### config.mk
export PLATFORM = sky130hd
export DESIGN_NAME = fadd_sub_sequencer_flat
export DESIGN_NICKNAME = d
export VERILOG_FILES = /design/src/rtl/fadd_sub_sequencer_if.sv /design/src/rtl/fadd_sub_sequencer.sv /design/src/flat_wrapper.sv
export SDC_FILE = /design/constraint.sdc
export NUM_CORES = 1
export LEC_CHECK = 0
export ABC_AREA = 1
export CELL_PAD_IN_SITES_DETAIL_PLACEMENT = 0
export CELL_PAD_IN_SITES_GLOBAL_PLACEMENT = 1
export CORE_MARGIN = 2
export CORE_UTILIZATION = 27
export DETAILED_ROUTE_END_ITERATION = 12
export PLACE_DENSITY = 0.88
export RECOVER_POWER = 25
export SLEW_MARGIN = 5
export SYNTH_ARGS = -nofsm -noshare
export SYNTH_HDL_FRONTEND = slang
export SYNTH_SLANG_ARGS = --single-unit
### constraint.sdc
create_clock -name clk -period 5.75 [get_ports clk]
set_input_delay 1.4375 -clock clk [delete_from_list [all_inputs] [get_ports clk]]
set_output_delay 1.4375 -clock clk [all_outputs]
set_load 0.02 [all_outputs]
### src/rtl/fadd_sub_sequencer_if.sv
// fadd_sub_sequencer_if: request, datapath-control and response bundle around the FP32 add/sub sequencer.
// Latency: none, wires only.
// Backpressure: req_valid/req_ready per requester, rsp_valid/rsp_ready on the response side.
interface fadd_sub_sequencer_if #(
  parameter int NUM_REQ = 2,
  parameter int TAG_W   = 5
);
  localparam int ID_W = (NUM_REQ > 1) ? $clog2(NUM_REQ) : 1;

  logic [NUM_REQ-1:0]       req_valid;
  logic [NUM_REQ-1:0]       req_ready;
  logic [NUM_REQ*32-1:0]    req_a;
  logic [NUM_REQ*32-1:0]    req_b;
  logic [NUM_REQ-1:0]       req_sub;
  logic [NUM_REQ*3-1:0]     req_rm;
  logic [NUM_REQ*TAG_W-1:0] req_tag;
  logic                     flush;

  logic [31:0]              dp_a;
  logic [31:0]              dp_b;
  logic                     dp_sub;
  logic [2:0]               dp_rm;
  logic                     en_align;
  logic                     en_add;
  logic                     en_norm;
  logic                     en_round;
  logic [31:0]              dp_result;
  logic [4:0]               dp_fflags;

  logic                     rsp_valid;
  logic                     rsp_ready;
  logic [ID_W-1:0]          rsp_id;
  logic [TAG_W-1:0]         rsp_tag;
  logic [31:0]              rsp_result;
  logic [4:0]               rsp_fflags;
  logic                     busy;

  // Environment side: requesters, datapath result, response consumer
  modport master (
    output req_valid, req_a, req_b, req_sub, req_rm, req_tag, flush,
    output dp_result, dp_fflags, rsp_ready,
    input  req_ready, dp_a, dp_b, dp_sub, dp_rm,
    input  en_align, en_add, en_norm, en_round,
    input  rsp_valid, rsp_id, rsp_tag, rsp_result, rsp_fflags, busy
  );

  // Sequencer side
  modport slave (
    input  req_valid, req_a, req_b, req_sub, req_rm, req_tag, flush,
    input  dp_result, dp_fflags, rsp_ready,
    output req_ready, dp_a, dp_b, dp_sub, dp_rm,
    output en_align, en_add, en_norm, en_round,
    output rsp_valid, rsp_id, rsp_tag, rsp_result, rsp_fflags, busy
  );
endinterface

### src/rtl/fadd_sub_sequencer.sv
// fadd_sub_sequencer: round-robin shares one multicycle FP32 add/sub datapath between NUM_REQ requesters.
// Latency: accept at edge 0, stage enables in cycles 1..4, response valid from edge 5; issue interval >= 6.
// Backpressure: response held in RESP until rsp_ready; req_ready only in IDLE; flush drops the op.
module fadd_sub_sequencer #(
  parameter int NUM_REQ = 2,
  parameter int TAG_W   = 5
) (
  input  logic                clk,
  input  logic                reset,
  fadd_sub_sequencer_if.slave io_bus
);
  localparam int ID_W = (NUM_REQ > 1) ? $clog2(NUM_REQ) : 1;

  typedef enum logic [2:0] {
    S_IDLE,
    S_ALIGN,
    S_ADD,
    S_NORM,
    S_ROUND,
    S_RESP
  } state_t;

  state_t             r_state;
  state_t             w_state_nxt;

  logic [ID_W-1:0]    r_ptr;
  logic [ID_W-1:0]    w_cand;
  logic [ID_W-1:0]    w_grant_idx;
  logic               w_grant_found;
  logic               w_accept;
  logic [NUM_REQ-1:0] w_req_ready;
  logic               w_en_align;
  logic               w_en_add;
  logic               w_en_norm;
  logic               w_en_round;
  logic               w_rsp_valid;

  logic [31:0]        w_sel_a;
  logic [31:0]        w_sel_b;
  logic               w_sel_sub;
  logic [2:0]         w_sel_rm;
  logic [TAG_W-1:0]   w_sel_tag;

  logic [31:0]        r_a;
  logic [31:0]        r_b;
  logic               r_sub;
  logic [2:0]         r_rm;
  logic [TAG_W-1:0]   r_tag;
  logic [ID_W-1:0]    r_id;

  logic [31:0]        r_rsp_result;
  logic [4:0]         r_rsp_fflags;
  logic [TAG_W-1:0]   r_rsp_tag;
  logic [ID_W-1:0]    r_rsp_id;

  function automatic logic [ID_W-1:0] wrap_idx(input int unsigned v);
    return ID_W'(v % NUM_REQ);
  endfunction

  // Round-robin pick: first valid requester at or after the pointer, wrapping
  always_comb begin
    w_grant_found = 1'b0;
    w_grant_idx   = '0;
    w_cand        = '0;
    for (int unsigned k = 0; k < NUM_REQ; k++) begin
      w_cand = wrap_idx(32'(r_ptr) + k);
      if (!w_grant_found && io_bus.req_valid[w_cand]) begin
        w_grant_found = 1'b1;
        w_grant_idx   = w_cand;
      end
    end
  end

  // Select the winning requester's operand fields
  always_comb begin
    w_sel_a   = '0;
    w_sel_b   = '0;
    w_sel_sub = 1'b0;
    w_sel_rm  = '0;
    w_sel_tag = '0;
    for (int i = 0; i < NUM_REQ; i++) begin
      if (w_grant_idx == ID_W'(i)) begin
        w_sel_a   = io_bus.req_a[32*i +: 32];
        w_sel_b   = io_bus.req_b[32*i +: 32];
        w_sel_sub = io_bus.req_sub[i];
        w_sel_rm  = io_bus.req_rm[3*i +: 3];
        w_sel_tag = io_bus.req_tag[TAG_W*i +: TAG_W];
      end
    end
  end

  // Next state and per-state outputs; flush (and reset) silence every grant, enable and response
  always_comb begin
    w_state_nxt = r_state;
    w_req_ready = '0;
    w_accept    = 1'b0;
    w_en_align  = 1'b0;
    w_en_add    = 1'b0;
    w_en_norm   = 1'b0;
    w_en_round  = 1'b0;
    w_rsp_valid = 1'b0;
    if (reset || io_bus.flush) begin
      w_state_nxt = S_IDLE;
    end else begin
      case (r_state)
        S_IDLE: begin
          if (w_grant_found) begin
            w_req_ready[w_grant_idx] = 1'b1;
            w_accept                 = 1'b1;
            w_state_nxt              = S_ALIGN;
          end
        end
        S_ALIGN: begin
          w_en_align  = 1'b1;
          w_state_nxt = S_ADD;
        end
        S_ADD: begin
          w_en_add    = 1'b1;
          w_state_nxt = S_NORM;
        end
        S_NORM: begin
          w_en_norm   = 1'b1;
          w_state_nxt = S_ROUND;
        end
        S_ROUND: begin
          w_en_round  = 1'b1;
          w_state_nxt = S_RESP;
        end
        S_RESP: begin
          // A flushed response is never offered, so a coincident rsp_ready cannot consume it
          w_rsp_valid = 1'b1;
          if (io_bus.rsp_ready) begin
            w_state_nxt = S_IDLE;
          end
        end
        default: w_state_nxt = S_IDLE;
      endcase
    end
  end

  // State register
  always_ff @(posedge clk or posedge reset) begin
    if (reset) begin
      r_state <= S_IDLE;
    end else begin
      r_state <= w_state_nxt;
    end
  end

  // Latch the winner's operands and move the pointer just past it on accept
  always_ff @(posedge clk or posedge reset) begin
    if (reset) begin
      r_ptr <= '0;
      r_a   <= '0;
      r_b   <= '0;
      r_sub <= 1'b0;
      r_rm  <= '0;
      r_tag <= '0;
      r_id  <= '0;
    end else if (w_accept) begin
      r_ptr <= (w_grant_idx == ID_W'(NUM_REQ - 1)) ? '0 : w_grant_idx + 1'b1;
      r_a   <= w_sel_a;
      r_b   <= w_sel_b;
      r_sub <= w_sel_sub;
      r_rm  <= w_sel_rm;
      r_tag <= w_sel_tag;
      r_id  <= w_grant_idx;
    end
  end

  // Capture the datapath result in ROUND; a flush discards whatever is held
  always_ff @(posedge clk or posedge reset) begin
    if (reset) begin
      r_rsp_result <= '0;
      r_rsp_fflags <= '0;
      r_rsp_tag    <= '0;
      r_rsp_id     <= '0;
    end else if (io_bus.flush) begin
      r_rsp_result <= '0;
      r_rsp_fflags <= '0;
      r_rsp_tag    <= '0;
      r_rsp_id     <= '0;
    end else if (r_state == S_ROUND) begin
      r_rsp_result <= io_bus.dp_result;
      r_rsp_fflags <= io_bus.dp_fflags;
      r_rsp_tag    <= r_tag;
      r_rsp_id     <= r_id;
    end
  end

  assign io_bus.req_ready  = w_req_ready;
  assign io_bus.dp_a       = r_a;
  assign io_bus.dp_b       = r_b;
  assign io_bus.dp_sub     = r_sub;
  assign io_bus.dp_rm      = r_rm;
  assign io_bus.en_align   = w_en_align;
  assign io_bus.en_add     = w_en_add;
  assign io_bus.en_norm    = w_en_norm;
  assign io_bus.en_round   = w_en_round;
  assign io_bus.rsp_valid  = w_rsp_valid;
  assign io_bus.rsp_id     = r_rsp_id;
  assign io_bus.rsp_tag    = r_rsp_tag;
  assign io_bus.rsp_result = r_rsp_result;
  assign io_bus.rsp_fflags = r_rsp_fflags;
  assign io_bus.busy       = (r_state != S_IDLE);
endmodule

### src/flat_wrapper.sv
// flat-port wrapper written by rule: the top's interface ports become plain ports
module fadd_sub_sequencer_flat 
#(
  parameter int NUM_REQ = 2,
  parameter int TAG_W   = 5
)
  (clk, reset, io_bus_req_valid, io_bus_req_a, io_bus_req_b, io_bus_req_sub, io_bus_req_rm, io_bus_req_tag, io_bus_flush, io_bus_dp_result, io_bus_dp_fflags, io_bus_rsp_ready, io_bus_req_ready, io_bus_dp_a, io_bus_dp_b, io_bus_dp_sub, io_bus_dp_rm, io_bus_en_align, io_bus_en_add, io_bus_en_norm, io_bus_en_round, io_bus_rsp_valid, io_bus_rsp_id, io_bus_rsp_tag, io_bus_rsp_result, io_bus_rsp_fflags, io_bus_busy);
  fadd_sub_sequencer_if #(.NUM_REQ(NUM_REQ), .TAG_W(TAG_W)) io_bus_i ();
  input  logic clk;
  input  logic reset;
  input wire logic [$bits(io_bus_i.req_valid)-1:0] io_bus_req_valid;
  input wire logic [$bits(io_bus_i.req_a)-1:0] io_bus_req_a;
  input wire logic [$bits(io_bus_i.req_b)-1:0] io_bus_req_b;
  input wire logic [$bits(io_bus_i.req_sub)-1:0] io_bus_req_sub;
  input wire logic [$bits(io_bus_i.req_rm)-1:0] io_bus_req_rm;
  input wire logic [$bits(io_bus_i.req_tag)-1:0] io_bus_req_tag;
  input wire logic [$bits(io_bus_i.flush)-1:0] io_bus_flush;
  input wire logic [$bits(io_bus_i.dp_result)-1:0] io_bus_dp_result;
  input wire logic [$bits(io_bus_i.dp_fflags)-1:0] io_bus_dp_fflags;
  input wire logic [$bits(io_bus_i.rsp_ready)-1:0] io_bus_rsp_ready;
  output wire logic [$bits(io_bus_i.req_ready)-1:0] io_bus_req_ready;
  output wire logic [$bits(io_bus_i.dp_a)-1:0] io_bus_dp_a;
  output wire logic [$bits(io_bus_i.dp_b)-1:0] io_bus_dp_b;
  output wire logic [$bits(io_bus_i.dp_sub)-1:0] io_bus_dp_sub;
  output wire logic [$bits(io_bus_i.dp_rm)-1:0] io_bus_dp_rm;
  output wire logic [$bits(io_bus_i.en_align)-1:0] io_bus_en_align;
  output wire logic [$bits(io_bus_i.en_add)-1:0] io_bus_en_add;
  output wire logic [$bits(io_bus_i.en_norm)-1:0] io_bus_en_norm;
  output wire logic [$bits(io_bus_i.en_round)-1:0] io_bus_en_round;
  output wire logic [$bits(io_bus_i.rsp_valid)-1:0] io_bus_rsp_valid;
  output wire logic [$bits(io_bus_i.rsp_id)-1:0] io_bus_rsp_id;
  output wire logic [$bits(io_bus_i.rsp_tag)-1:0] io_bus_rsp_tag;
  output wire logic [$bits(io_bus_i.rsp_result)-1:0] io_bus_rsp_result;
  output wire logic [$bits(io_bus_i.rsp_fflags)-1:0] io_bus_rsp_fflags;
  output wire logic [$bits(io_bus_i.busy)-1:0] io_bus_busy;
  assign io_bus_i.req_valid = io_bus_req_valid;
  assign io_bus_i.req_a = io_bus_req_a;
  assign io_bus_i.req_b = io_bus_req_b;
  assign io_bus_i.req_sub = io_bus_req_sub;
  assign io_bus_i.req_rm = io_bus_req_rm;
  assign io_bus_i.req_tag = io_bus_req_tag;
  assign io_bus_i.flush = io_bus_flush;
  assign io_bus_i.dp_result = io_bus_dp_result;
  assign io_bus_i.dp_fflags = io_bus_dp_fflags;
  assign io_bus_i.rsp_ready = io_bus_rsp_ready;
  assign io_bus_req_ready = io_bus_i.req_ready;
  assign io_bus_dp_a = io_bus_i.dp_a;
  assign io_bus_dp_b = io_bus_i.dp_b;
  assign io_bus_dp_sub = io_bus_i.dp_sub;
  assign io_bus_dp_rm = io_bus_i.dp_rm;
  assign io_bus_en_align = io_bus_i.en_align;
  assign io_bus_en_add = io_bus_i.en_add;
  assign io_bus_en_norm = io_bus_i.en_norm;
  assign io_bus_en_round = io_bus_i.en_round;
  assign io_bus_rsp_valid = io_bus_i.rsp_valid;
  assign io_bus_rsp_id = io_bus_i.rsp_id;
  assign io_bus_rsp_tag = io_bus_i.rsp_tag;
  assign io_bus_rsp_result = io_bus_i.rsp_result;
  assign io_bus_rsp_fflags = io_bus_i.rsp_fflags;
  assign io_bus_busy = io_bus_i.busy;
  fadd_sub_sequencer #(.NUM_REQ(NUM_REQ), .TAG_W(TAG_W)) u_core (.clk(clk), .reset(reset), .io_bus(io_bus_i));
endmodule
Word-level counts from Yosys, hierarchy flattened. Index checks and enable logic that the tools add are counted.

Add/subtract/negate cells: 2. Order comparisons: 4. Equality and inequality tests: 7. Multiplexer cells: 44. Reduce and logical (&&, ||, !) cells: 8.

Operators by type and width (number): 32-bit two-way mux (4); 1-bit two-way mux (26); 5-bit two-way mux (5); 3-bit one-hot mux with 6 select lines (1); 3-bit two-way mux (4); 3-bit by 2-bit == test with 1-bit output (second input constant) (2); 3-bit == test (second input constant) (2); 1-bit by 2-bit less-than comparator with 1-bit output (second input constant) (3); 2-bit two-way mux (3); 3-bit by 1-bit == test with 1-bit output (second input constant) (1); 3-bit logical NOT (1); 3-bit by 1-bit inequality test with 1-bit output (second input constant) (1); 3-bit by 2-bit inequality test with 1-bit output (second input constant) (1); 3-bit nonzero test (1); 1-bit adder (second input constant) (2); 1-bit logical AND (2); 2-bit AND reduction (1); 2-bit nonzero test (1); 1-bit demux with 1-bit select (1); 1-bit >= comparator (second input constant) (1); 1-bit logical NOT (1); 1-bit logical OR (1).

Register bits after elaboration: 121. Input bits: 189. Output and inout port bits: 119. Logic and storage cells: 77.

Depth between registers and ports, before layout. Gate-level depths: netlist of the first run.

Word-level depth: 13. Gate-level depth with buffers: 9.

Worst setup path before layout of the first run. OpenSTA, ideal clock, no wires.

Kind: input-to-output. From: input port io_bus_flush. To: output port io_bus_rsp_valid. Arrival time: 2.240 ns. Data required time: 4.313 ns. Setup slack: 2.072 ns. Cell stages on the path: 4. Path buffers: 1. Cells stage by stage: buf_6 > nor2_8 > inv_1 > nor3_1.

Word-level cells in the longest chain between the ends: 2.

Ends and longest elaborated chain: from (decl) (RTL line flat_wrapper.sv:17) `input wire logic [$bits(io_bus_i.flush)-1:0] io_bus_flush;`; 1-bit logical OR (RTL line fadd_sub_sequencer.sv:102) `if (reset || io_bus.flush) begin`; 1-bit two-way mux (RTL line fadd_sub_sequencer.sv:102); to (decl) (RTL line flat_wrapper.sv:30) `output wire logic [$bits(io_bus_i.rsp_valid)-1:0] io_bus_rsp_valid;`.

No other way between the ends.

Worst setup path in the final report of the first run.
From: input port reset. To: output port io_bus_req_ready[0].

Word-level cells in the longest chain between the ends: 2.

Ends and longest elaborated chain: from (decl) (RTL line flat_wrapper.sv:10) `input logic reset;`; 1-bit logical OR (RTL line fadd_sub_sequencer.sv:102); 2-bit two-way mux (RTL line fadd_sub_sequencer.sv:102); to (decl) (RTL line flat_wrapper.sv:21) `output wire logic [$bits(io_bus_i.req_ready)-1:0] io_bus_req_ready;`.

No other way between the ends.

==> summary.md, run 1 <==
| Metric | Value |
|---|---|
| Layout area overhead | `65.1%` |
| Number of remaining DRC errors | `0` |
| Outcome | `complete, but fails checks` |
| Routed vias | `6,132` |
| Synth Flop Type | `dfrtp_1` |
| Worst path slowest cell | `clkdlybuf4s50_1` |
| Clk buf depth | `2` |
| Vias in the first global route | `5,771` |
| DRT Pass-1 Iters | `5` |
| Area of the multi-input gates | `2490 um2` |
| Largest net degree at the start of global routing | `73` |
| Ys async rst share | `100%` |
| H-Tree Level Count | `4` |
| Hold WS | `0.471 ns` |
| Die Span X | `151 um` |
| Post CTS Setup Buffer Count | `0` |
| Setup TNS | `0 ns` |
| Max stage delay on crit path | `0.60 ns` |
| Max Clk Rate | `202 MHz` |
| Core Area | `21,200 um2` |
| Final setup violation count | `0` |
| Crit-path leading delay family | `buffers and inverters` |
| Mapped Nets | `982` |
| Dominant cell by count in the synthesized netlist | `nand2_1` |
| FF-to-FF Start | `u_core.r_ptr` |
| Crit. End Element | `output port` |
| Leak Pwr | `0.00473 uW` |
| Crit. Startpoint | `reset` |
| Sequential area share after synthesis | `51.6%` |
| Routed length per instance | `14.5 um` |
| Synthesized area per cell | `7.40 um2` |
| PD cells | `329 nW/um2` |
| Final Hold Vio Count | `0` |
| Nets | `1,263` |
| Reported max-cap violation count | `1` |
| Final Util | `45.8%` |
| Buf+Inv Stages, Crit Path | `4` |
| Synthesized area | `5870 um2` |
| Power, Total | `3190 uW` |
| Clk slew on worst S/H paths | `0.05 ns` |
| Synth top area cells | `dfrtp_1 52%, nand2_1 28%, nand3_1 11%, buf_2 2.3%, a21oi_1 1.4%` |
| DRT Wirelength | `19,800 um` |
| CTS Buf Count | `17` |
| Layout cells sized above 1 | `4.51%` |
| Synth warnings | `0` |
| Clock Tree Root | `clkbuf_16` |
| Tmin final | `4.96 ns` |
| WP data arrival | `3.52 ns` |
| Die area | `22,900 um2` |
| Post-Layout Inst Area | `9690 um2` |
| Initial DRC count | `249` |
| I/O Pins | `308` |
| Gr ovfl total | `0` |
| Hold Buf Count CTS | `0` |
| Vias per Instance | `4.50` |
| Vert. Die Dim | `151 um` |
| Post-synth EDFFs | `0` |
| Count of cell types in the netlist | `20` |
| Violated checks | `capacitance limit, slew limit` |
| Worst hold path type | `register to register` |
| First-pass GRT wire length | `29,400 um` |
| Synth top cells by count | `437 x nand2_1, 132 x nand3_1, 121 x dfrtp_1` |
| Worst-path maximum fanout | `5` |
| Slew HR | `-86.4%` |
| Slew Viols, Final | `60` |
| HPWL after detailed placement | `13,900 um` |
| Clock latency on the worst-skew pair | `0.41 ns` |
| CTS tree | `done` |
| Final ANT Viol Nets | `0` |
| Peak supply drop | `0.142 mV` |
| Hold path startpoint | `u_core.r_id` |
| Measured slew at the worst slew-check pin | `2.78 ns` |
| Crit-path cells | `dlygate4sd3_1 > nor2_1 > nand3_4 > inv_2 > nand3_1 > inv_1 > clkdlybuf4s50_1` |
| WS Path Type | `input pin to output port` |
| Clock Skews | `0.0128 ns` |
| Initial antenna violation count | `0` |
| Resize count post-CTS | `0` |
| CP required | `4.31 ns` |
| GRT Overall Usage | `16.6%` |
| Startpoint Class | `input pin` |
| Post-synth top area share | `51.6%` |
| Starting Density | `27.8%` |
| Post-Synthesis Cells | `793` |
| Final period utilization | `86.2%` |
| Ant. Diodes | `0` |
| Layout filler cell count | `2,096` |
| # rows | `53` |
| PortBufs | `307` |
| Placed Area | `9090 um2` |
| Register Area | `3030 um2` |
| Area leader, netlist | `dfrtp_1` |
| Yosys reg bits | `121` |
| CTS Sinks | `121` |
| Routability congestion estimate from global placement | `0.867` |
| RSZ-0062 raised after global routing | `no` |
## per-layer routing
metal	vias up	share of wire (%)	global-route usage, %
li1	3065	-	-
met3	29	7.2	5.18
met1	2825	42	20.3
met5	-	0	0
met4	0	2.2	5.75
met2	213	48	27.7
## per-stage QoR
step           setup WS [ns]  cells
6_report               0.793   1362
5_1_grt                0.709   1362
4_1_cts                0.897   1362
3_5_place_dp           0.904   1330
3_3_place_gp           0.950   1330
2_1_floorplan           1.10    793
## state kept, by name, summed over array words and instances (netlist names), 3 cells and up
register,cells
u_core.io_bus.rsp_tag,5
u_core.io_bus.dp_b,32
u_core.r_state,3
u_core.io_bus.rsp_result,32
u_core.io_bus.dp_rm,3
u_core.io_bus.rsp_fflags,5
u_core.io_bus.dp_a,32
u_core.r_tag,5
## logic make-up (layout without fill, tap and decap cells)
family | count (synthesis) | after routing | synth area share, %
AOI/OAI and AO/OA | 17 | 17 | 1.45
buffers and inverters | 69 | 363 | 5.88
DFF | 121 | 121 | 51.6
and+or+nand+nor | 586 | 586 | 41.1
## worst paths after layout
kind                                           endpoint  slack [ns]  cells after the start
setup / recovery                    io_bus_req_ready[0]        0.79                      7
hold / removal                              u_core.r_id        0.47                      2
setup reg to reg                 u_core.io_bus.dp_b[24]        3.49                      8
hold reg to reg                             u_core.r_id        0.47                      2
max in group asynchronous        u_core.io_bus.dp_b[25]        2.18                      2
min in group asynchronous  u_core.io_bus.rsp_result[16]        2.31                      2
## cell type report
| type | instances | share of cell area [%] |
|---|---|---|
| Clock inverter | 13 | 2.00 |
| Timing Repair Buffer | 317 | 32.5 |
| Multi-Input combinational cell | 603 | 25.7 |
| Inverter | 14 | 0.555 |
| Sequential cell | 121 | 31.2 |
| Clock buffer | 19 | 4.47 |
| Tap cell | 275 | 3.55 |
## where the power goes
part | leakage [uW] | switching (uW) | internal, uW
registers | 0.00159 | 84.3 | 1000
logic | 0.00285 | 516 | 454
clock network | 0.000302 | 403 | 731
total | 0.00473 | 1000 | 2190
## placed cells by master, fill, tap and decap left out
cell             instances
nand2_1                435
clkdlybuf4s50_1        304
nand3_1                132
dfrtp_1                121
clkbuf_16               17
a21oi_1                 16
inv_1                   11
nor2_1                  10
buf_4                    8
clkinv_4                 5
nand2_2                  4
bufinv_16                4
clkbuf_1                 3
inv_6                    2
dlygate4sd3_1            2
nor2_2                   1
clkinv_1                 1
nand3_4                  1
nand4_1                  1
o21ai_0                  1
nor2_4                   1
inv_2                    1
nor3_1                   1
clkinvlp_2               1
clkinv_2                 1
clkinvlp_4               1
buf_2                    1
buf_12                   1
## worst min-delay path, stage by stage, from the launching register on
cell and delay [ns]:
dfrtp_1 0.34, nand2_1 0.05, nand2_1 0.04
Note: power is estimated with default switching activity, not from simulation.
==> run 2, diff against run 1 <==
- MAX_ROUTING_LAYER: default -> met4
==> summary.md, run 2 (synthesis gave the netlist of run 1 again) <==
| Metric | Value |
|---|---|
| Final ANT Viol Nets | `0 (unchanged)` |
| DP Worst Slack | `0.904 ns (unchanged)` |
| Die Span X | `151 um (unchanged)` |
| Reported max-cap violation count | `1 (unchanged)` |
| Clock Skews | `0.00859 ns (-0.00421 ns)` |
| Layout area overhead | `65.1% (unchanged)` |
| RSZ-0062 raised after global routing | `no` |
| Hold WS | `0.471 ns (-0.00000700 ns)` |
| HPWL after detailed placement | `13,900 um (unchanged)` |
| Crit. End Element | `output port` |
| H-Tree Level Count | `4 (unchanged)` |
| WHS Path Cells | `2 (unchanged)` |
| Starting Density | `27.8% (unchanged)` |
| Vert. Die Dim | `151 um (unchanged)` |
| Commonest cells after routing, fill and taps aside | `435 x nand2_1, 304 x clkdlybuf4s50_1, 132 x nand3_1` |
| Setup TNS | `0 ns (unchanged)` |
| Nets | `1,263 (unchanged)` |
| Crit-path cells | `dlygate4sd3_1 > nor2_1 > nand3_4 > inv_2 > nand3_1 > inv_1 > clkdlybuf4s50_1` |
| Measured slew at the worst slew-check pin | `2.78 ns (-0.00421 ns)` |
| Vias per Instance | `4.50 (about the same)` |
| CP required | `4.31 ns (about the same)` |
| CTS tree | `done` |
| Max stage delay on crit path | `0.60 ns (about the same)` |
| Worst-path maximum fanout | `5 (unchanged)` |
| Clk slew on worst S/H paths | `0.05 ns (about the same)` |
| Routability congestion estimate from global placement | `0.881 (+1.6%)` |
| Initial DRC count | `269 (+8.0%)` |
| Post CTS Setup Buffer Count | `0 (unchanged)` |
| Max Clk Rate | `202 MHz (+0.18%)` |
| Met3 GRT Util | `4.13% (-1.0 points)` |
| Initial antenna violation count | `0 (unchanged)` |
| Outcome | `complete, but fails checks` |
| CTS Sinks | `121 (unchanged)` |
| Violated checks | `capacitance limit, slew limit` |
| WP data arrival | `3.51 ns (about the same)` |
| WS Path Type | `input pin to output port` |
| PortBufs | `307 (unchanged)` |
| Routed length per instance | `14.5 um (about the same)` |
| CTS Buf Count | `17 (unchanged)` |
| Hold Buf Count CTS | `0 (unchanged)` |
| DRT Wirelength | `19,800 um (about the same)` |
| Vias in the first global route | `5,781 (+0.17%)` |
| Final setup violation count | `0 (unchanged)` |
| Gr ovfl total | `0 (unchanged)` |
| Largest net degree at the start of global routing | `73 (unchanged)` |
| Grt met2 use | `27.6% (about the same)` |
| Clk buf depth | `2 (unchanged)` |
| Leak Pwr | `0.00473 uW (unchanged)` |
| Worst path slowest cell | `clkdlybuf4s50_1` |
| Resize count post-CTS | `0 (unchanged)` |
| Power, Total | `3190 uW (about the same)` |
| Clock latency on the worst-skew pair | `0.41 ns (about the same)` |
| Routed vias | `6,131 (-0.016%)` |
| # rows | `53 (unchanged)` |
| Busiest metal layer after global routing | `met2` |
| Slew HR | `-86.2% (+0.28 points)` |
| Layout cells sized above 1 | `4.51% (unchanged)` |
| Tmin final | `4.95 ns (-0.00877 ns)` |
| First-pass GRT wire length | `29,400 um (-0.12%)` |
| Peak supply drop | `0.143 mV (+0.71%)` |
| Ant. Diodes | `0 (unchanged)` |
| I/O Pins | `308 (unchanged)` |
| Die area | `22,900 um2 (unchanged)` |
| Final Worst Setup Slack | `0.802 ns (+0.00877 ns)` |
| Final period utilization | `86.1% (-0.15 points)` |
| Startpoint Class | `input pin` |
| Number of remaining DRC errors | `0 (unchanged)` |
| DRT Pass-1 Iters | `5 (unchanged)` |
| Core Area | `21,200 um2 (unchanged)` |
| PD cells | `330 nW/um2 (about the same)` |
| GR Util met1 | `20.9% (+0.60 points)` |
| Slew Viols, Final | `60 (unchanged)` |
| Clock Tree Root | `clkbuf_16` |
| Most common cell after layout, fill and taps aside | `nand2_1` |
| FF-to-FF path depth | `7 (-1)` |
| GRT Overall Usage | `17.1% (+0.49 points)` |
| Worst hold path type | `register to register` |
| Final Hold Vio Count | `0 (unchanged)` |
run 2: cell counts in the layout (fill, tap and decap cells not counted):
No cell type changed its count.
run 2: area by class of cell:
| type | count | area (um2) |
|---|---|---|
| Fill cell | 2096 | 11500 |
| Timing Repair Buffer | 317 | 3150 |
| Sequential cell | 121 | 3030 |
| Multi-Input combinational cell | 603 | 2490 |
| Clock buffer | 19 | 433 |
| Tap cell | 275 | 344 |
| Clock inverter | 13 | 194 |
| Inverter | 14 | 53.8 |
run 2: stage by stage:
stage | instances | util, % | instance area, um2
after floorplan | 793 | - | 5870
after global placement | 1330 | 43.0 | 9090
after detailed placement | 1330 | 43.0 | 9090
after CTS | 1362 | 45.9 | 9710
after global routing | 1362 | 45.8 | 9690
final | 1362 | 45.8 | 9690
run 2: worst max-delay path: cells and delay by family:
kind	cells	cell delay, ns
simple gates	3	0.72
buf+inv	4	1.35
run 2: path summary, 6_finish.rpt:
path	startpoint	to	slack, ns
max	reset	io_bus_req_ready[0]	0.80
min	u_core.r_id	u_core.r_id	0.47
max reg2reg	u_core.r_ptr	u_core.io_bus.dp_a[23]	3.46
min reg2reg	u_core.r_id	u_core.r_id	0.47
max in group asynchronous	reset	u_core.io_bus.dp_a[8]	2.19
min in group asynchronous	reset	u_core.io_bus.rsp_result[16]	2.31
run 2: power breakdown:
part	switching, uW	internal (uW)
Combinational	516	454
Sequential	84.5	1000
Clock	405	731
run 2: per-layer routing:
metal  share of wire (%)  wire length, um
met3                 6.6             1300
met1                  43             8550
met4                 2.6              514
met2                  48             9440
met5                   0                0
